File: src/rtl/dmem_arb.sv
// Data-memory arbiter: PU (fixed priority, anti-starvation) vs host/debug port; optional host bursts under HOST_BURST_EN.
// Latency: grant and memory access are combinational in the request cycle; h_rd/h_rv are registered one cycle after a host read beat.
// Backpressure: a denied PU sees c_stall and retries; the host holds h_req until h_gnt (dropping h_req mid-burst aborts the burst).
module dmem_arb #(
    parameter int AW       = 8,
    parameter int DW       = 16,
    parameter int STARVE   = 4,
    parameter int MAXBURST = 8,
    localparam int BLW     = $clog2(MAXBURST) + 1
) (
    input  logic           clk,
    input  logic           rst,
    input  logic           c_req,
    input  logic           c_we,
    input  logic [AW-1:0]  c_ad,
    input  logic [DW-1:0]  c_wd,
    output logic [DW-1:0]  c_rd,
    output logic           c_stall,
    input  logic           h_req,
    input  logic           h_we,
    input  logic [AW-1:0]  h_ad,
    input  logic [DW-1:0]  h_wd,
    input  logic [BLW-1:0] h_blen,
    output logic           h_gnt,
    output logic [DW-1:0]  h_rd,
    output logic           h_rv,
    output logic           m_we,
    output logic [AW-1:0]  m_ad,
    output logic [DW-1:0]  m_wd,
    input  logic [DW-1:0]  m_rd,
    output logic           owner
);

    localparam int SCW = $clog2(STARVE + 1);

    logic [SCW-1:0] stcnt;
    logic           starved;
    logic           arb_idle;
    logic           pu_win;
    logic           host_beat;
    logic           host_we;
    logic [AW-1:0]  host_ad;

`ifdef HOST_BURST_EN
    typedef enum logic {IDLE, BURST} state_t;

    state_t         state;
    logic [AW-1:0]  baddr;
    logic [BLW-1:0] bcnt;
    logic           bwe;
    logic [BLW-1:0] blen_eff;

    always_comb begin
        blen_eff = h_blen;
        if (h_blen == '0)
            blen_eff = BLW'(1);
        else if (h_blen > BLW'(MAXBURST))
            blen_eff = BLW'(MAXBURST);
    end

    assign arb_idle = (state == IDLE);
    // Burst beats use the latched direction and the internal address counter.
    assign host_we  = arb_idle ? h_we : bwe;
    assign host_ad  = arb_idle ? h_ad : baddr;

    always_ff @(posedge clk) begin
        if (rst) begin
            state <= IDLE;
            bcnt  <= '0;
            baddr <= '0;
            bwe   <= 1'b0;
        end else begin
            case (state)
                IDLE: begin
                    if (host_beat && blen_eff > BLW'(1)) begin
                        state <= BURST;
                        bcnt  <= blen_eff - BLW'(1);
                        baddr <= h_ad + AW'(1);
                        bwe   <= h_we;
                    end
                end
                BURST: begin
                    if (!h_req) begin
                        state <= IDLE;
                        bcnt  <= '0;
                    end else begin
                        baddr <= baddr + AW'(1);
                        bcnt  <= bcnt - BLW'(1);
                        if (bcnt == BLW'(1))
                            state <= IDLE;
                    end
                end
                default: state <= IDLE;
            endcase
        end
    end
`else
    logic unused_blen;

    assign unused_blen = ^h_blen;
    assign arb_idle    = 1'b1;
    assign host_we     = h_we;
    assign host_ad     = h_ad;
`endif

    assign starved   = h_req && (stcnt == SCW'(STARVE));
    assign pu_win    = !rst && arb_idle && c_req && !starved;
    assign host_beat = !rst && h_req && !pu_win;

    always_comb begin
        m_we = 1'b0;
        m_ad = c_ad;
        m_wd = c_wd;
        if (pu_win) begin
            m_we = c_we;
        end else if (host_beat) begin
            m_we = host_we;
            m_ad = host_ad;
            m_wd = h_wd;
        end
    end

    assign owner   = host_beat;
    assign h_gnt   = host_beat;
    assign c_stall = c_req & ~pu_win;
    assign c_rd    = m_rd;

    always_ff @(posedge clk) begin
        if (rst) begin
            stcnt <= '0;
            h_rv  <= 1'b0;
            h_rd  <= '0;
        end else begin
            h_rv <= host_beat && !host_we;
            if (host_beat && !host_we)
                h_rd <= m_rd;
            // Counts PU wins only while the host is waiting; any host beat or idle host resets it.
            if (host_beat || !h_req || !arb_idle)
                stcnt <= '0;
            else if (pu_win && stcnt != SCW'(STARVE))
                stcnt <= stcnt + SCW'(1);
        end
    end

endmodule

File: config.mk
export PLATFORM = sky130hd
export DESIGN_NAME = dmem_arb
export DESIGN_NICKNAME = d
export VERILOG_FILES = /design/src/rtl/dmem_arb.sv
export SDC_FILE = /design/constraint.sdc
export NUM_CORES = 1
export LEC_CHECK = 0
export ABC_AREA = 1
export CORE_MARGIN = 2
export CORE_UTILIZATION = 31
export CTS_BUF_LIST = sky130_fd_sc_hd__clkbuf_8 sky130_fd_sc_hd__clkbuf_16
export DETAILED_ROUTE_END_ITERATION = 10
export PLACE_DENSITY = 0.82
export SYNTH_ARGS = -nofsm -noshare
export SYNTH_HDL_FRONTEND = slang
export SYNTH_SLANG_ARGS = --single-unit
File: constraint.sdc
create_clock -name clk -period 2.3 [get_ports clk]
set_input_delay 0.69 -clock clk [delete_from_list [all_inputs] [get_ports clk]]
set_output_delay 0.69 -clock clk [all_outputs]
set_load 0.01 [all_outputs]
* Word level (Yosys, flattened, before mapping)
Cells that the tools add are included.
** Word-level totals
- Bits in registers :: 20
- Input bits :: 74
- Output and inout bits :: 61
- Logic and storage cells :: 28
** Cells by class
- Mux-type cells :: 6
- Bitwise gates (word level) :: 2
- Reductions and logical operators :: 14
- Eq/ne operators :: 2
- Add/subtract/negate cells :: 1
** Operators with widths (count)
- 16-bit two-way mux :: 2
- 8-bit two-way mux :: 2
- 1-bit logical AND :: 7
- 1-bit logical NOT :: 5
- 3-bit by 1-bit adder with 3-bit output (second input constant) :: 1
- 3-bit == test (second input constant) :: 1
- 3-bit inequality test (second input constant) :: 1
- 1-bit two-way mux :: 2
- 2-bit OR reduction :: 1
- 1-bit AND :: 1
- 1-bit logical OR :: 1
- 1-bit NOT :: 1

* Longest topological paths before layout
- Depth in word-level cells :: 8
- Depth in mapped cells :: 9
- Depth with buffers taken out :: 8

* Least setup slack after synthesis
OpenSTA, ideal clock, no wires.
- Path type :: input-to-output
- From :: in c_req
- To :: out owner
- Path buffers :: 2
- Cell stages on the path :: 7
- Slack :: 0.082 ns
- Data arrival time :: 1.528 ns
- Required time :: 1.610 ns
- Cells stage by stage :: inv_1 -> nor2_1 -> nand2_2 -> nand2_2 -> inv_2 -> buf_4 -> buf_4
** On the way
- Cells in the longest elaborated chain, start to end :: 4
** RTL lines
- start, declared :: RTL line 13 : input logic c_req,
- 1-bit logical AND (2 in series) :: RTL line 107 : assign pu_win = !rst && arb_idle && c_req && !starved;
- 1-bit logical NOT :: RTL line 108 : assign host_beat = !rst && h_req && !pu_win;
- 1-bit logical AND :: RTL line 108
- end, declared :: RTL line 31 : output logic owner
Every way passes these cells.

* Worst setup path after layout
- From :: in rst
- To :: out m_ad[5]
** On the way
- Cells in the longest elaborated chain, start to end :: 7
** RTL lines
- start, declared :: RTL line 12 : input logic rst,
- 1-bit logical NOT * :: RTL line 107, 108
- 1-bit logical AND (2 in series) :: RTL line 107
- 1-bit logical NOT :: RTL line 108
- 1-bit logical AND :: RTL line 108
- 8-bit two-way mux :: RTL line 116 : end else if (host_beat) begin
- 8-bit two-way mux * :: RTL line 114 : if (pu_win) begin
- end, declared :: RTL line 28 : output logic [AW-1:0] m_ad,
Every way passes the cells marked *; elsewhere a longest branch is shown, timed or not.

==> reports/metrics.yaml <==
grt_pass1_wl_um: 8728
cts_tree: "yes"
max_freq_mhz: 422.5
syn_nets: 331
p_leak_nw: 1.658
num_rows: 24
layout-drive-gt1-share: 0.3241
finalInstanceArea_sq_mm: 0.003217
die_w_um: 72.51
combinationalPowerShare: 0.454
yosysSeqAreaShare: 0.2752
synth_compound_area_frac: 0.006879
fin_ws_ns: -0.06680
routedWlPerCell_um: 13.77
synth_area_leaders: "dfxtp_1, nand2_1, inv_1, buf_4, nand4_1"
crit_fanout: 6
clk_path_buf_depth: 2
rsz0062_at_grt: "true"
initial_core_util: 0.3274
gr-total-overflow: 0
netlist_instances: 255
yosysWarningCount: 0
worst-path-buf-inv: 5
core_area_sq_mm: 0.004444
required_ns: 1.61
clock_power_share: 0.226
crit_path_max_incr_delay_ns: 0.16
viasPerCell: 4.443
clkLatencyLatePin_ns: 0.25
drt_iter0_markers: 89
grt_usage: 0.2118
p_per_area_mw_per_mm2: 359.5
grt_max_degree: 18
end_kind: "output pin"
cp_top_family: "buffers and inverters"
maxCapViolations: 0
fin_cells: 447
antenna_found_initial: 0
synth.avg_cell_area_sq_um: 5.706
cts_root_buffer: "clkbuf_8"
place_inst: 428
cts.sinks: 20
hold_ws_ns: 0.5110
seq_power_share: 0.320
finalSetupTns_ns: -1.055
hold_viol: 0
critPathSlowestCell: "clkbuf_16"
cp.arrival_ns: 1.68
firstDrtPassIters: 4
relSlewSlack: 0.8578
synthAdderAreaFrac: 0.01720
dp_hpwl_um: 3995
tightest_slew_ns: 0.2133
synth_top_area_frac: 0.2752
clock_skew_ns: 0.004363
synth_cell_types: 18
crit_type: "in -> out"
hold_class: "reg -> reg"
ctsHoldBuffers: 0
gp_congestion: 0.7863
outcome: "finished, violations left"
power_mw: 1.156
wl_um: 6157
synth_top_family_by_area: "simple AND/OR/NAND/NOR gates"
finalCriticalPeriod_ns: 2.367
io_pins: 135
die_h_um: 72.51
violations: "setup timing"
yosysTopAreaCell: "dfxtp_1"
dr_total_vias: 1986
port_buffers: 130
synth_area_sq_mm: 0.001455
htree_levels: 1
ys_seq_elements: 20
antenna_cells: 0
drv_slew: 0
setup_violations: 25
clk_pin_slew_ns: 0.07
fill_cells: 334
synth_simple_gate_area_share: 0.4273
post-place-ws_ns: -0.8164
regToRegSetupSlack_ns: 0.80
area_growth_syn_to_layout_pct: 121.1
start_kind: "input port"
multi_input_area_sq_um: 857.1
crit_chain: "buf_8 > buf_6 > nor2_4 > nand2_4 > buf_8 > clkbuf_16 > nand2_2 > nand2_2 > buf_6"
placed_area_sq_mm: 0.002799
antenna_left: 0
p_int_mw: 0.8142
fin_nets: 472
p_sw_mw: 0.3421
ir_drop_mv: 0.2898
die_area_sq_mm: 0.005258
muxShareOfSynthArea: 0
regArea_sq_um: 402.9
post-route-period-util: 1.029
post-route-util: 0.7238
synth-xor-area-share: 0.006019
grt_pass1_vias: 1804
power_switching_share: 0.2959
drc: 0
cts_inserted_buffers: 3
## synth_stat cells
master and count:
nand3_4 1, nand3_1 3, clkbuf_1 2, a21oi_1 1
inv_1 54, clkinv_1 2, nor2_1 20, nand4_1 16
inv_2 1, ha_1 2, dfxtp_1 20, nand2_1 104
xnor2_1 1, nor2_4 1, o21ai_0 1, nand2_2 2
buf_2 5, buf_4 19
## power by group through the flow
stage | Sequential, mW | Clock (mW) | Combinational (mW)
floorplan | 0.384 | 0 | 0.166
global placement | 0.377 | 0 | 0.451
detailed placement | 0.377 | 0 | 0.453
CTS | 0.370 | 0.271 | 0.460
global route | 0.372 | 0.288 | 0.563
finish | 0.370 | 0.261 | 0.525
## worst paths after layout
check | from | endpoint | depth (start not counted)
hold / removal | h_rd[5] | h_rd[5] | 4
hold reg to reg | h_rd[5] | h_rd[5] | 4
setup reg to reg | stcnt[1] | h_rd[12] | 9
setup / recovery | rst | m_ad[5] | 9
## sequential cells by signal, indices dropped and copies added (netlist names)
register	cells
stcnt	3
h_rv	1
h_rd	16
## cell type report
| type | count | area share |
|---|---|---|
| Tap cell | 52 | 0.02023 |
| Timing Repair Buffer | 162 | 0.5029 |
| Inverter | 57 | 0.06807 |
| Sequential cell | 20 | 0.1252 |
| Clock buffer | 4 | 0.01711 |
| Multi-Input combinational cell | 152 | 0.2664 |
## worst min-delay path: cells and delay by family, from the launching register on
| family | cells | cell delay [ns] |
|---|---|---|
| DFF | 1 | 0.31 |
| buffers and inverters | 2 | 0.09 |
| and+or+nand+nor | 2 | 0.07 |
## repair_timing
action	in CTS	in global routing
cloned	5	1
buffers inserted	8	3
pin swaps	3	14
resized for setup	161	75
setup endpoints to repair	44	28
## cells in the final DEF (no fill, tap or decap), types with 3 or more instances in the layout
| cell type | count |
|---|---|
| nand2_2 | 40 |
| buf_4 | 21 |
| dfxtp_1 | 18 |
| nand2_4 | 9 |
| buf_12 | 3 |
| clkdlybuf4s50_1 | 83 |
| nand4_1 | 16 |
| buf_16 | 4 |
| dlygate4sd2_1 | 17 |
| nand2_1 | 57 |
| inv_1 | 50 |
| buf_2 | 13 |
| inv_2 | 3 |
| buf_6 | 16 |
| clkbuf_8 | 4 |
| nor2_1 | 19 |
## cell families after synthesis
logic type,Yosys count
AND/OR/NAND/NOR,147
flip-flops,20
buffers and inverters,83
adder cells (fa/ha/maj),2
XOR/XNOR,1
AO/OA/AOI/OAI,2
## routing by layer
layer  track usage  wire (um)
met1        0.2711       2538
met2        0.3802       3370
met3       0.02778        199
met4       0.04321         49
met5             0          0
(Power assumes the default switching activity.)
